<file path="config.mk">
export PLATFORM = sky130hd
export DESIGN_NAME = pe_namespace_loader
export DESIGN_NICKNAME = d
export VERILOG_FILES = /design/src/rtl/pe_namespace_loader.sv
export SDC_FILE = /design/constraint.sdc
export NUM_CORES = 1
export LEC_CHECK = 0
export CORE_MARGIN = 10
export CORE_UTILIZATION = 51
export DETAILED_ROUTE_END_ITERATION = 8
export GPL_TIMING_DRIVEN = 0
export PLACE_DENSITY = 0.91
export SYNTH_ARGS = -nofsm -noshare
export SYNTH_HDL_FRONTEND = slang
export SYNTH_SLANG_ARGS = --single-unit
</file>
<file path="constraint.sdc">
create_clock -name clk -period 6.1 [get_ports clk]
set_clock_uncertainty 0.05 [all_clocks]
set_input_delay 1.22 -clock clk [delete_from_list [all_inputs] [get_ports clk]]
set_output_delay 1.22 -clock clk [all_outputs]
set_load 0.02 [all_outputs]
</file>
<file path="src/rtl/pe_namespace_loader.sv">
// ---------------------------------------------------------------------------
// pe_namespace_loader
//
// Write-side initiator for one PE namespace. A valid/ready word stream carries
// packets made of one header word followed by `count` payload words. The
// header selects the target namespace, its start address and the payload
// length. Every accepted payload word becomes a registered write into that
// namespace one cycle later. Instruction pushes are throttled by
// inst_fifo_full and never issued in two consecutive cycles.
//
// Header layout (dataLen bits):
//   [dataLen-1:dataLen-2] namespace (0 inst, 1 data, 2 weight, 3 meta)
//   [cntLen+5:cntLen]     base address (unused for inst)
//   [cntLen-1:0]          payload word count
//
// Ports:
//   clk, reset           single clock, synchronous active-low reset
//   in_valid/in_data     stream word input, accepted on in_valid & in_ready
//   in_ready             stream ready (combinational; 0 while reset is low)
//   inst_fifo_full       instruction FIFO backpressure
//   inst_wrt/inst_in     instruction FIFO push and word
//   data_*/weight_*/meta_*  write enable, address and value per memory
//   busy                 high while payload words are still outstanding
//   done                 one-cycle pulse with the last write of a packet,
//                        or one cycle after a zero-count header
// ---------------------------------------------------------------------------
module pe_namespace_loader #(
   parameter int dataLen       = 32,
   parameter int instLen       = 32,
   parameter int dataAddrLen   = 6,
   parameter int weightAddrLen = 6,
   parameter int metaAddrLen   = 2,
   parameter int cntLen        = 16
) (
   input  logic                     clk,
   input  logic                     reset,
   input  logic                     in_valid,
   input  logic [dataLen-1:0]       in_data,
   output logic                     in_ready,
   input  logic                     inst_fifo_full,
   output logic                     inst_wrt,
   output logic [instLen-1:0]       inst_in,
   output logic                     data_wrt,
   output logic [dataAddrLen-1:0]   data_wrt_addr,
   output logic [dataLen-1:0]       data_in,
   output logic                     weight_wrt,
   output logic [weightAddrLen-1:0] weight_wrt_addr,
   output logic [dataLen-1:0]       weight_in,
   output logic                     meta_wrt,
   output logic [metaAddrLen-1:0]   meta_wrt_addr,
   output logic [dataLen-1:0]       meta_in,
   output logic                     busy,
   output logic                     done
);

   localparam int BASE_W = 6;
   localparam int MAX_A1 = (dataAddrLen > weightAddrLen) ? dataAddrLen : weightAddrLen;
   localparam int MAX_A2 = (MAX_A1 > metaAddrLen) ? MAX_A1 : metaAddrLen;
   // Address counter is wide enough for the widest target; each output port
   // takes only its low bits, so wrap-around per namespace comes for free.
   localparam int ADDR_W = (MAX_A2 > BASE_W) ? MAX_A2 : BASE_W;

   localparam logic [1:0] NS_INST   = 2'd0;
   localparam logic [1:0] NS_DATA   = 2'd1;
   localparam logic [1:0] NS_WEIGHT = 2'd2;
   localparam logic [1:0] NS_META   = 2'd3;

   typedef enum logic [0:0] {
      ST_IDLE = 1'b0,
      ST_LOAD = 1'b1
   } state_t;

   state_t              state_r;
   state_t              state_nxt_s;
   logic [1:0]          ns_r;
   logic [ADDR_W-1:0]   addr_r;
   logic [cntLen-1:0]   remaining_r;

   logic [1:0]          hdr_ns_s;
   logic [BASE_W-1:0]   hdr_base_s;
   logic [cntLen-1:0]   hdr_cnt_s;
   logic                hdr_empty_s;
   logic                ready_s;
   logic                accept_s;
   logic                last_beat_s;

   assign in_ready = ready_s;

   // Header field decode of the current stream word
   always_comb begin
      hdr_ns_s    = in_data[dataLen-1 -: 2];
      hdr_base_s  = in_data[cntLen+BASE_W-1 : cntLen];
      hdr_cnt_s   = in_data[cntLen-1:0];
      hdr_empty_s = (hdr_cnt_s == {cntLen{1'b0}});
   end

   // Stream ready and handshake. In an instruction packet a push in the
   // previous cycle blocks acceptance, giving at most one push per two cycles.
   always_comb begin
      ready_s = 1'b0;
      if (!reset) begin
         ready_s = 1'b0;
      end else begin
         case (state_r)
            ST_IDLE: ready_s = 1'b1;
            ST_LOAD: begin
               if (ns_r == NS_INST) begin
                  ready_s = !inst_fifo_full && !inst_wrt;
               end else begin
                  ready_s = 1'b1;
               end
            end
            default: ready_s = 1'b0;
         endcase
      end
      accept_s    = in_valid && ready_s;
      last_beat_s = (remaining_r == cntLen'(1));
   end

   // Next-state logic
   always_comb begin
      state_nxt_s = state_r;
      case (state_r)
         ST_IDLE: begin
            if (accept_s && !hdr_empty_s) begin
               state_nxt_s = ST_LOAD;
            end else begin
               state_nxt_s = ST_IDLE;
            end
         end
         ST_LOAD: begin
            if (accept_s && last_beat_s) begin
               state_nxt_s = ST_IDLE;
            end else begin
               state_nxt_s = ST_LOAD;
            end
         end
         default: state_nxt_s = ST_IDLE;
      endcase
   end

   // State register
   always_ff @(posedge clk) begin
      if (!reset) begin
         state_r <= ST_IDLE;
      end else begin
         state_r <= state_nxt_s;
      end
   end

   // Packet context, registered write outputs, busy and done
   always_ff @(posedge clk) begin
      if (!reset) begin
         ns_r            <= NS_INST;
         addr_r          <= {ADDR_W{1'b0}};
         remaining_r     <= {cntLen{1'b0}};
         inst_wrt        <= 1'b0;
         inst_in         <= {instLen{1'b0}};
         data_wrt        <= 1'b0;
         data_wrt_addr   <= {dataAddrLen{1'b0}};
         data_in         <= {dataLen{1'b0}};
         weight_wrt      <= 1'b0;
         weight_wrt_addr <= {weightAddrLen{1'b0}};
         weight_in       <= {dataLen{1'b0}};
         meta_wrt        <= 1'b0;
         meta_wrt_addr   <= {metaAddrLen{1'b0}};
         meta_in         <= {dataLen{1'b0}};
         busy            <= 1'b0;
         done            <= 1'b0;
      end else begin
         // Strobes and done are single-cycle; address/data outputs hold.
         inst_wrt   <= 1'b0;
         data_wrt   <= 1'b0;
         weight_wrt <= 1'b0;
         meta_wrt   <= 1'b0;
         done       <= 1'b0;
         busy       <= (state_nxt_s == ST_LOAD);
         if (accept_s) begin
            if (state_r == ST_IDLE) begin
               ns_r        <= hdr_ns_s;
               addr_r      <= ADDR_W'(hdr_base_s);
               remaining_r <= hdr_cnt_s;
               done        <= hdr_empty_s;
            end else begin
               case (ns_r)
                  NS_INST: begin
                     inst_wrt <= 1'b1;
                     inst_in  <= in_data[instLen-1:0];
                  end
                  NS_DATA: begin
                     data_wrt      <= 1'b1;
                     data_wrt_addr <= addr_r[dataAddrLen-1:0];
                     data_in       <= in_data;
                  end
                  NS_WEIGHT: begin
                     weight_wrt      <= 1'b1;
                     weight_wrt_addr <= addr_r[weightAddrLen-1:0];
                     weight_in       <= in_data;
                  end
                  NS_META: begin
                     meta_wrt      <= 1'b1;
                     meta_wrt_addr <= addr_r[metaAddrLen-1:0];
                     meta_in       <= in_data;
                  end
                  default: begin
                     inst_wrt <= 1'b0;
                  end
               endcase
               addr_r      <= addr_r + ADDR_W'(1);
               remaining_r <= remaining_r - cntLen'(1);
               done        <= last_beat_s;
            end
         end
      end
   end

endmodule
</file>
==> flow_summary.json <==
{
  "status": "finished clean",
  "final_nets": 1078,
  "fin_crit_ns": 4.91,
  "tritoncts.num_buffers": 17,
  "clk_path_buf_depth": 2,
  "cp_top_family": "buffers and inverters",
  "crit_required_ns": 4.83,
  "critPathBufInv": 5,
  "cp_slowest_cell": "clkdlybuf4s50_1",
  "use_met2": 0.390,
  "cp_cell_sequence": "clkdlybuf4s50_1 > clkbuf_1 > inv_2 > clkbuf_1 > a31oi_1 > clkdlybuf4s50_1",
  "clkTransAtPathRegs_ns": 0.06,
  "portBuffers": 184,
  "finalWorstSetupSlack_ns": 1.19,
  "diodes": 0,
  "antenna_found_initial": 0,
  "die_w_um": 133,
  "hold_buffers": 0,
  "drive_above_1_share": 0.0477,
  "grt_pass1_vias": 6466,
  "switchingPower_uw": 571,
  "rows": 41,
  "p_per_area_mw_per_mm2": 265,
  "post_cts_resized": 0,
  "switching_share": 0.235,
  "rsz0062_at_grt": "no",
  "fin_cells": 1220,
  "drt_pass1_iterations": 5,
  "io_pins": 185,
  "synthFlopType": "dfxtp_1",
  "slowest_delay_ns": 0.66,
  "clockPowerShare": 0.434,
  "grt_overflow_total": 0,
  "ant_nets": 0,
  "start_kind": "primary input",
  "use_met3": 0.101,
  "syn_area_sq_mm": 0.00655,
  "leakage_uw": 0.00310,
  "wl_per_cell_um": 18.3,
  "die_height_um": 133,
  "maxSlewViolCount": 0,
  "tightest_slew_ns": 0.676,
  "cp.arrival_ns": 3.64,
  "synth_common_cells": "nand2_1 (307), dfxtp_1 (172), a21oi_1 (158)",
  "drt_iter0_markers": 564,
  "synth_area_leaders": "dfxtp_1 (53%), nand2_1 (18%), a21oi_1 (12%)",
  "max-slew-margin-rel": 0.545,
  "finalCritPeriodShare": 0.805,
  "post-dp-hpwl_mm": 16.4,
  "ctsHtreeMaxLevel": 4,
  "hold_path.class": "register to register",
  "post-route-drc-count": 0,
  "gp_congestion": 0.945,
  "grtUsageMet1": 0.287,
  "hold_viol_final": 0,
  "synth_edf_count": 0,
  "fmax_mhz": 204,
  "drt_wl_total_mm": 22.4,
  "cp-end-kind": "output port",
  "yosysTopAreaCell": "dfxtp_1",
  "vias": 6775,
  "clock_sinks": 172,
  "ys_seq_area_frac": 0.526,
  "ys_types": 49,
  "place_ws_ns": 1.25,
  "synth_top_cell_area_share": 0.526,
  "grt_most_used_layer": "met2",
  "pwr-share-comb": 0.088,
  "placed_cells": 1192,
  "synthArstFlopShare": 0,
  "syn2layout_area_growth_pct": 40.2,
  "via_per_inst": 5.55,
  "setup_tns_ns": 0,
  "dieArea_sq_mm": 0.0178,
  "path_class": "primary input to output port",
  "grt_max_degree": 17,
  "start_util": 0.519,
  "clkLatencyLatePin_ns": 0.43,
  "grt_usage": 0.246,
  "postSynthAreaPerCell_sq_um": 7.83,
  "n_fill_cell": 956,
  "ys_warn_count": 0,
  "synth.most_common_cell": "nand2_1",
  "synth_seq_cells": 172,
  "seqCellArea_sq_mm": 0.00344,
  "synth.net_count": 875,
  "drv_cap": 0,
  "worstPathMaxFanout": 10,
  "seq_power_share": 0.478,
  "coreArea_sq_mm": 0.0126,
  "cts_tree": "built",
  "ir_drop_v": 0.000153,
  "multiInputGateArea_sq_mm": 0.00280,
  "grt_pass1_wl_mm": 35.2,
  "intPower_uw": 1860,
  "clock-root-buffer": "clkbuf_16",
  "syn_inst": 836,
  "finalSetupViolCount": 0,
  "cts_setup_buffers": 0
}
-- registers in the layout (all words and copies together) (netlist names) --
signal and count:
inst_in 32, inst_wrt 1, data_wrt_addr 6, meta_wrt 1, data_in 32, weight_in 32
meta_in 32, weight_wrt_addr 6, data_wrt 1, remaining_r 16, busy 1, done 1
ns_r 2, meta_wrt_addr 2, weight_wrt 1, addr_r 6
-- stage by stage --
stage               hold slack [ns]  area [sq um]  total power [uW]   util
finish                        0.401          9180              2430  0.727
detailed placement            0.395          8610              1390  0.682
global route                  0.421          9180              2510  0.727
floorplan                     0.392          6550              1300      -
global placement              0.390          8610              1390  0.682
CTS                           0.403          9180              2430  0.727
-- power by group through the flow --
stage | combinational, uW | sequential, uW | clock (uW)
after floorplan | 109 | 1190 | 0
after global placement | 204 | 1190 | 0
after detailed placement | 207 | 1190 | 0
after CTS | 208 | 1160 | 1060
after global routing | 230 | 1160 | 1110
final | 214 | 1160 | 1060
-- logic make-up after synthesis --
group / synth area share
fa+ha+maj: 0.00573
flops: 0.526
mux: 0.00630
buf+inv: 0.0462
simple gates: 0.234
xor+xnor: 0.00134
compound gates: 0.180
-- layout by cell type, fill, tap and decap left out, types with 2 or more instances in the layout --
| cell type | Yosys | layout |
|---|---|---|
| nor4_1 | 9 | 9 |
| nand3_1 | 7 | 7 |
| clkinvlp_4 | 0 | 2 |
| a221o_1 | 4 | 4 |
| nand4_1 | 3 | 3 |
| nor3_1 | 6 | 6 |
| buf_2 | 8 | 8 |
| ha_1 | 3 | 3 |
| o2bb2ai_1 | 3 | 3 |
| clkbuf_1 | 46 | 47 |
| o22ai_1 | 6 | 6 |
| or4_1 | 4 | 4 |
| clkbuf_16 | 0 | 17 |
| a211oi_1 | 3 | 3 |
| bufinv_16 | 0 | 2 |
| a31oi_1 | 5 | 5 |
| mux2i_1 | 3 | 3 |
| nand2_1 | 307 | 307 |
| o211ai_1 | 4 | 4 |
| inv_1 | 10 | 10 |
| clkbuf_8 | 1 | 5 |
| a31o_2 | 2 | 2 |
| a32o_1 | 3 | 3 |
| nor2_1 | 10 | 10 |
| a32oi_1 | 2 | 2 |
| clkdlybuf4s50_1 | 0 | 184 |
| nand3b_1 | 2 | 2 |
| dfxtp_1 | 172 | 172 |
| nor3b_1 | 2 | 2 |
| or4_4 | 2 | 2 |
| buf_1 | 2 | 2 |
| a22oi_1 | 2 | 2 |
| nor2b_1 | 4 | 4 |
| a21oi_1 | 158 | 158 |
| o21ai_0 | 18 | 18 |
| and3_1 | 7 | 7 |
| or2_2 | 2 | 2 |
-- metal layers --
layer	vias up	part of all wire	wire length, um
met1	3150	0.39	8660
li1	3212	-	-
met5	-	0	0
met4	0	0.032	716
met3	54	0.11	2460
met2	359	0.47	10500
-- worst min-delay path, stage by stage (launching register included) --
cell and delay [ns]:
dfxtp_1 0.30, nand2_1 0.05, a21oi_1 0.05
-- final timing paths --
check                                   from      endpoint  slack [ns]  cells after the start
worst max-delay path                   reset      in_ready        1.19                      6
worst min-delay path            weight_in[9]  weight_in[9]        0.40                      2
worst max register to register          busy   inst_in[10]        3.48                      8
worst min register to register  weight_in[9]  weight_in[9]        0.40                      2
-- layout make-up --
class                           instances  area share
Buffer                                 60      0.0281
Clock buffer                           22      0.0528
Clock inverter                          6     0.00968
Inverter                               12     0.00491
Multi-Input combinational cell        592       0.305
Sequential cell                       172       0.375
Tap cell                              172      0.0234
Timing Repair Buffer                  184       0.201
(Power assumes the default switching activity.)
